**src/rtl/apb_bridge_pkg22.sv**
```systemverilog
// Shared types and constants for the APB master bridge.
package apb_bridge_pkg22;

  localparam int SLOT_W     = 4;
  localparam int MAX_SLAVES = 16;
  localparam int RSP_DATA_W = 32;

  typedef enum logic [1:0] {
    IDLE   = 2'd0,
    SETUP  = 2'd1,
    ACCESS = 2'd2,
    RESP   = 2'd3
  } state_t;

  // One response record at the default read-data width.
  typedef struct packed {
    logic [RSP_DATA_W-1:0] rdata;
    logic                  err;
    logic                  timeout;
  } rsp_t;

  // One-hot select line for a slot number.
  function automatic logic [MAX_SLAVES-1:0] slot_onehot(input logic [SLOT_W-1:0] slot);
    logic [MAX_SLAVES-1:0] sel;
    sel       = '0;
    sel[slot] = 1'b1;
    return sel;
  endfunction

endpackage

```
**src/rtl/apb_timeout_cnt22.sv**
```systemverilog
// Wait-state counter for the ACCESS phase. Cleared before ACCESS, counts
// cycles without pready and saturates instead of wrapping. "expired" flags
// the last permitted ACCESS cycle so the FSM can give up on that edge.
module apb_timeout_cnt22 #(
  parameter int TIMEOUT_CYCLES = 256
) (
  input  logic clk,
  input  logic rst_n,
  input  logic clear,
  input  logic enable,
  output logic expired
);

  if (TIMEOUT_CYCLES == 0) begin : g_off
    // Timeout disabled: nothing to count.
    logic unused_inputs;
    assign unused_inputs = ^{clk, rst_n, clear, enable};
    assign expired       = 1'b0;
  end else begin : g_cnt
    localparam int            CW   = $clog2(TIMEOUT_CYCLES + 1);
    localparam logic [CW-1:0] LAST = CW'(TIMEOUT_CYCLES - 1);
    localparam logic [CW-1:0] SAT  = CW'(TIMEOUT_CYCLES);

    logic [CW-1:0] cnt;

    // Count stalled ACCESS cycles, holding at the limit.
    always_ff @(posedge clk or negedge rst_n) begin
      if (!rst_n) begin
        cnt <= '0;
      end else if (clear) begin
        cnt <= '0;
      end else if (enable && (cnt != SAT)) begin
        cnt <= cnt + 1'b1;
      end
    end

    assign expired = (cnt == LAST);
  end

endmodule

```
**src/rtl/apb_master_bridge22.sv**
```systemverilog
// APB master bridge: turns a valid/ready request into one APB transfer at a
// time and returns the result on a valid/ready response channel.
//
// state  | meaning
// IDLE   | req_ready high, waiting for a request
// SETUP  | psel asserted, penable low, address/control driven
// ACCESS | penable high, waiting for pready or timeout
// RESP   | rsp_valid high until rsp_ready
module apb_master_bridge22
  import apb_bridge_pkg22::*;
#(
  parameter int PADDR_WIDTH22  = 32,
  parameter int PWDATA_WIDTH22 = 32,
  parameter int PRDATA_WIDTH22 = 32,
  parameter int NUM_SLAVES     = 16,
  parameter int SLOT_LSB       = 12,
  parameter int TIMEOUT_CYCLES = 256
) (
  input  logic                      pclock22,
  input  logic                      preset22,
  input  logic                      req_valid,
  output logic                      req_ready,
  input  logic [PADDR_WIDTH22-1:0]  req_addr,
  input  logic                      req_write,
  input  logic [PWDATA_WIDTH22-1:0] req_wdata,
  output logic                      rsp_valid,
  input  logic                      rsp_ready,
  output logic [PRDATA_WIDTH22-1:0] rsp_rdata,
  output logic                      rsp_err,
  output logic                      rsp_timeout,
  output logic [PADDR_WIDTH22-1:0]  paddr22,
  output logic                      prwd22,
  output logic [PWDATA_WIDTH22-1:0] pwdata22,
  output logic [MAX_SLAVES-1:0]     psel22,
  output logic                      penable22,
  input  logic [PRDATA_WIDTH22-1:0] prdata22,
  input  logic                      pslverr22,
  input  logic                      pready22
);

  state_t            state;
  logic [SLOT_W-1:0] req_slot;
  logic              cnt_clear;
  logic              cnt_enable;
  logic              cnt_expired;

  assign req_slot   = req_addr[SLOT_LSB +: SLOT_W];
  assign cnt_clear  = (state == SETUP);
  assign cnt_enable = (state == ACCESS) && !pready22;

  apb_timeout_cnt22 #(
    .TIMEOUT_CYCLES(TIMEOUT_CYCLES)
  ) u_timeout (
    .clk    (pclock22),
    .rst_n  (preset22),
    .clear  (cnt_clear),
    .enable (cnt_enable),
    .expired(cnt_expired)
  );

  // Transfer sequencing with all outputs registered.
  always_ff @(posedge pclock22 or negedge preset22) begin
    if (!preset22) begin
      state       <= IDLE;
      req_ready   <= 1'b0;
      rsp_valid   <= 1'b0;
      rsp_rdata   <= '0;
      rsp_err     <= 1'b0;
      rsp_timeout <= 1'b0;
      paddr22     <= '0;
      prwd22      <= 1'b0;
      pwdata22    <= '0;
      psel22      <= '0;
      penable22   <= 1'b0;
    end else begin
      case (state)
        IDLE: begin
          if (req_valid && req_ready) begin
            req_ready <= 1'b0;
            if (int'(req_slot) < NUM_SLAVES) begin
              paddr22  <= req_addr;
              prwd22   <= req_write;
              pwdata22 <= req_wdata;
              psel22   <= slot_onehot(req_slot);
              state    <= SETUP;
            end else begin
              // Unpopulated slot: answer with an error, never touch the bus.
              rsp_valid   <= 1'b1;
              rsp_rdata   <= '0;
              rsp_err     <= 1'b1;
              rsp_timeout <= 1'b0;
              state       <= RESP;
            end
          end else begin
            req_ready <= 1'b1;
          end
        end
        SETUP: begin
          penable22 <= 1'b1;
          state     <= ACCESS;
        end
        ACCESS: begin
          // pready on the timeout cycle still counts as a normal completion.
          if (pready22) begin
            psel22      <= '0;
            penable22   <= 1'b0;
            rsp_valid   <= 1'b1;
            rsp_rdata   <= (prwd22 || pslverr22) ? '0 : prdata22;
            rsp_err     <= pslverr22;
            rsp_timeout <= 1'b0;
            state       <= RESP;
          end else if (cnt_expired) begin
            psel22      <= '0;
            penable22   <= 1'b0;
            rsp_valid   <= 1'b1;
            rsp_rdata   <= '0;
            rsp_err     <= 1'b1;
            rsp_timeout <= 1'b1;
            state       <= RESP;
          end
        end
        RESP: begin
          if (rsp_ready) begin
            rsp_valid <= 1'b0;
            req_ready <= 1'b1;
            state     <= IDLE;
          end
        end
        default: state <= IDLE;
      endcase
    end
  end

endmodule

```
**config.mk**
```make
export PLATFORM = sky130hd
export DESIGN_NAME = apb_master_bridge22
export DESIGN_NICKNAME = d
export VERILOG_FILES = /design/src/rtl/apb_bridge_pkg22.sv /design/src/rtl/apb_timeout_cnt22.sv /design/src/rtl/apb_master_bridge22.sv
export SDC_FILE = /design/constraint.sdc
export NUM_CORES = 1
export LEC_CHECK = 0
export BUFFER_PORTS_ARGS = -buffer_cell sky130_fd_sc_hd__buf_2
export CORE_AREA = 2 2 124 90
export DETAILED_ROUTE_END_ITERATION = 6
export DIE_AREA = 0 0 126 92
export PLACE_DENSITY = 0.91
export SLEW_MARGIN = 20
export SYNTH_ARGS = -nofsm -noshare
export SYNTH_HDL_FRONTEND = slang
export SYNTH_SLANG_ARGS = --single-unit
```
**constraint.sdc**
```tcl
create_clock -name pclock22 -period 3.9 [get_ports pclock22]
set_input_delay 0.39 -clock pclock22 [delete_from_list [all_inputs] [get_ports pclock22]]
set_output_delay 0.39 -clock pclock22 [all_outputs]
set_load 0.05 [all_outputs]
```
==> summary.md <==
| Metric | Value |
|---|---|
| Ports placed on the boundary | `221` |
| Routability Congestion | `between 0.8 and 0.9` |
| Simple-gate share of the synthesized area | `0.06276` |
| Dominant cell type by area after synthesis | `sky130_fd_sc_hd__dfrtp_1` |
| Maximum count of clock buffers along a single path | `2` |
| Clock transition time at the flip-flop clock pins of the worst setup and hold paths | `about 0.060 ns` |
| Measured slew at the worst slew-check pin | `0.8699 ns` |
| Largest family of logic cells by synthesized area | `multiplexers` |
| Starting Density | `0.4904` |
| Arithmetic-cell share of the synthesized area counting full adders, half adders and majority gates | `0.01931` |
| Root buffer selected by CTS | `sky130_fd_sc_hd__clkbuf_16` |
| Pin count of the biggest net entering global routing | `between 70 and 80` |
| Type of the most critical hold path | `primary input to asynchronous set/reset pin` |
| Per-cell routed wire length | `around 17 µm` |
| Cell area after synthesis | `5184 µm²` |
| Post-route clock skew | `roughly 0.01 ns` |
| Number of enable-type register cells in the synthesized netlist | `0` |
| Total grt overflow | `0` |
| Number of storage elements in the synthesis netlist | `around 130` |
| Number of nets produced by synthesis | `~470` |
| Unrepaired setup endpoints after global routing | `false` |
| Final core utilization | `0.6697` |
| Clk sink count | `129` |
| Share of flip-flops with an asynchronous set or reset | `1.000` |
| Final routed DRC violation total | `0` |
| Fraction of final layout cells sized beyond drive strength 1 | `0.5817` |
| Max-capacitance violation count | `0` |
| Layout overhead on the synthesized area | `36.57%` |
| Die Ht | `92 µm` |
| Setup bufs post-CTS | `0` |
| Mean number of vias per cell | `5.148` |
| Fraction of the mapped netlist area in compound gates | `0.08231` |
| Gr usage total | `0.2128` |
| PortBufs | `220` |
| Core Footprint | `between 10000 and 15000 µm²` |
| Yosys warning count | `0` |
| Highest attainable clock frequency | `about 400 MHz` |
| Arrival time reported for the critical path endpoint | `2.75 ns` |
| Net count reported at finish | `698` |
| Class of the most critical setup path | `register to register` |
| Final std cells w/o fill | `between 700 and 800` |
| Leading cell type by number of instances after synthesis | `sky130_fd_sc_hd__dfrtp_1` |
| Average size of a mapped cell | `roughly 14 µm²` |
| Placed Instances | `roughly 700` |
| Worst hold slack | `0.05098 ns` |
| Run status | `completed` |
| Depth of the worst register-to-register path | `5` |
| Count of final max-slew check failures | `0` |
| Violation count after the first detailed-routing iteration | `roughly 110` |
| Placement row count | `32` |
| Via count | `roughly 3800` |
| # resized after CTS | `0` |
| Primary FF master, synth | `sky130_fd_sc_hd__dfrtp_1` |
| Initial antenna violation count | `0` |
| Xor and xnor fraction of the mapped netlist area | `0` |
| Fraction of synthesized area in multiplexers | `0.1842` |
| Data required, critical path | `about 4.2 ns` |
| Critical-path maximum fanout | `35` |
| Top post-synthesis cells by area | `sky130_fd_sc_hd__dfrtp_1 62%, sky130_fd_sc_hd__mux2_2 18%, sky130_fd_sc_hd__a22o_1 5.4%, sky130_fd_sc_hd__ha_1 1.9%, sky130_fd_sc_hd__o21ai_0 1.4%` |
| Slowest cell on the critical path | `sky130_fd_sc_hd__nand3_2` |
| Sequential fraction of the synthesis area | `0.6227` |
| TritonCTS clock tree | `done` |
| Max incr delay on CP | `roughly 0.7 ns` |
| TritonCTS buffer count | `17` |
| Area enclosed by the die boundary | `11590 µm²` |
| Skew-Pair Late Insertion Delay | `~0.40 ns` |
| Number of nets still failing antenna checks after routing | `0` |
| Time the final worst path needs with I/O delays and setup | `approximately 2.5 ns` |
| Antenna Diode Count | `0` |
| Slew Limit Headroom | `0.4194` |
| Most numerous cell types in the synthesized netlist | `129 x sky130_fd_sc_hd__dfrtp_1, 82 x sky130_fd_sc_hd__mux2_2, 32 x sky130_fd_sc_hd__a22o_1` |
| Final Routed Wirelength | `about 12 mm` |
| Worst-path cell chain | `inv_1 -> ha_1 -> nand3_2 -> buf_4 -> mux2_2` |
| Hold Violations, Final | `0` |
| Wire length of the first global-routing pass | `approximately 19 mm` |
| Startpoint Class | `register` |
| First-pass iteration count of the detailed router | `4` |
| TNS Setup | `0 ns` |
| Number of different library cells in the post-synthesis netlist | `36` |
| Share of the clock period used by the worst path after layout | `0.6335` |
| Endpoints failing setup | `0` |
| Instance count of the mapped netlist | `362` |
| CTS HTree Levels | `4` |
| Post-synth top area share | `0.6227` |
| Final HPWL DP | `8.834 mm` |
| Via count of the first global-routing pass | `3957` |
| X dimension of the die | `around 130 µm` |
| CP Capture Type | `register` |
| Hold-fix buffers at CTS | `0` |
cells in the final DEF (no fill, tap or decap), types with 3 or more instances in the layout:
master,synthesis,routed
sky130_fd_sc_hd__a21oi_1,6,6
sky130_fd_sc_hd__a22o_1,32,32
sky130_fd_sc_hd__buf_2,9,219
sky130_fd_sc_hd__buf_4,3,4
sky130_fd_sc_hd__bufinv_16,0,6
sky130_fd_sc_hd__clkbuf_16,0,17
sky130_fd_sc_hd__dfrtp_1,129,129
sky130_fd_sc_hd__ha_1,8,8
sky130_fd_sc_hd__inv_1,9,9
sky130_fd_sc_hd__mux2_2,82,82
sky130_fd_sc_hd__nand2_1,10,10
sky130_fd_sc_hd__nor2_1,16,16
sky130_fd_sc_hd__nor2b_1,3,3
sky130_fd_sc_hd__nor3_1,5,5
sky130_fd_sc_hd__o21ai_0,14,13
sky130_fd_sc_hd__or3_1,4,4
through the flow:
stage	setup WS [ns]	cell area, µm²
floorplan	2.004	5184
global placement	1.579	6394
detailed placement	1.446	6394
CTS	1.404	7078
global route	1.248	7079
finish	1.429	7079
final timing paths:
kind	startpoint	end	slack, ns
worst max register to register	state[0]	pwdata22[25]	1.43
max in group asynchronous	preset22	rsp_rdata[22]	3.03
worst max-delay path	state[0]	pwdata22[25]	1.43
min in group pclock22	prdata22[3]	rsp_rdata[3]	0.21
worst min register to register	rsp_timeout	rsp_timeout	0.48
worst min-delay path	preset22	paddr22[14]	0.05
final cells by class:
class	count	area [µm²]
flip-flops and latches	129	3228
fillers	774	3491
multi-input cells	206	1817
well taps	136	170.2
inverters	9	33.78
clock inverters	12	227.7
clock buffers	20	456.7
repair buffers	224	1146
worst max-delay path, delay by kind of cell (launching register included):
kind                       cells  cell delay [ns]
buffers and inverters          2             0.67
muxes                          1             0.32
and+or+nand+nor                1             0.68
DFF                            1             0.41
adders and majority gates      1             0.25
sequential cells by signal, indices dropped and copies added (netlist names):
name / cells
u_timeout.g_cnt.cnt: 9
state: 2
rsp_rdata: 32
rsp_valid: 1
req_ready: 1
paddr22: 32
rsp_err: 1
pwdata22: 32
psel22: 16
rsp_timeout: 1
penable22: 1
prwd22: 1
metal layers:
layer | global-route usage | vias to the layer above | share of wire
li1 | - | 1753 | -
met1 | 0.2596 | 1838 | 0.41
met2 | 0.3611 | 185 | 0.50
met3 | 0.06884 | 13 | 0.082
met4 | 0.06960 | 0 | 0.012
met5 | 0 | - | 0
cell families (layout without fill, tap and decap cells):
logic type | after synthesis | in the layout
fa+ha+maj | 8 | 8
mux | 85 | 85
simple gates | 55 | 55
buf+inv | 27 | 265
compound gates | 58 | 58
flops | 129 | 129
Power is left out: the tool's default activity adds up to more than one toggle a clock period on the data nets, which glitch-free logic cannot reach.
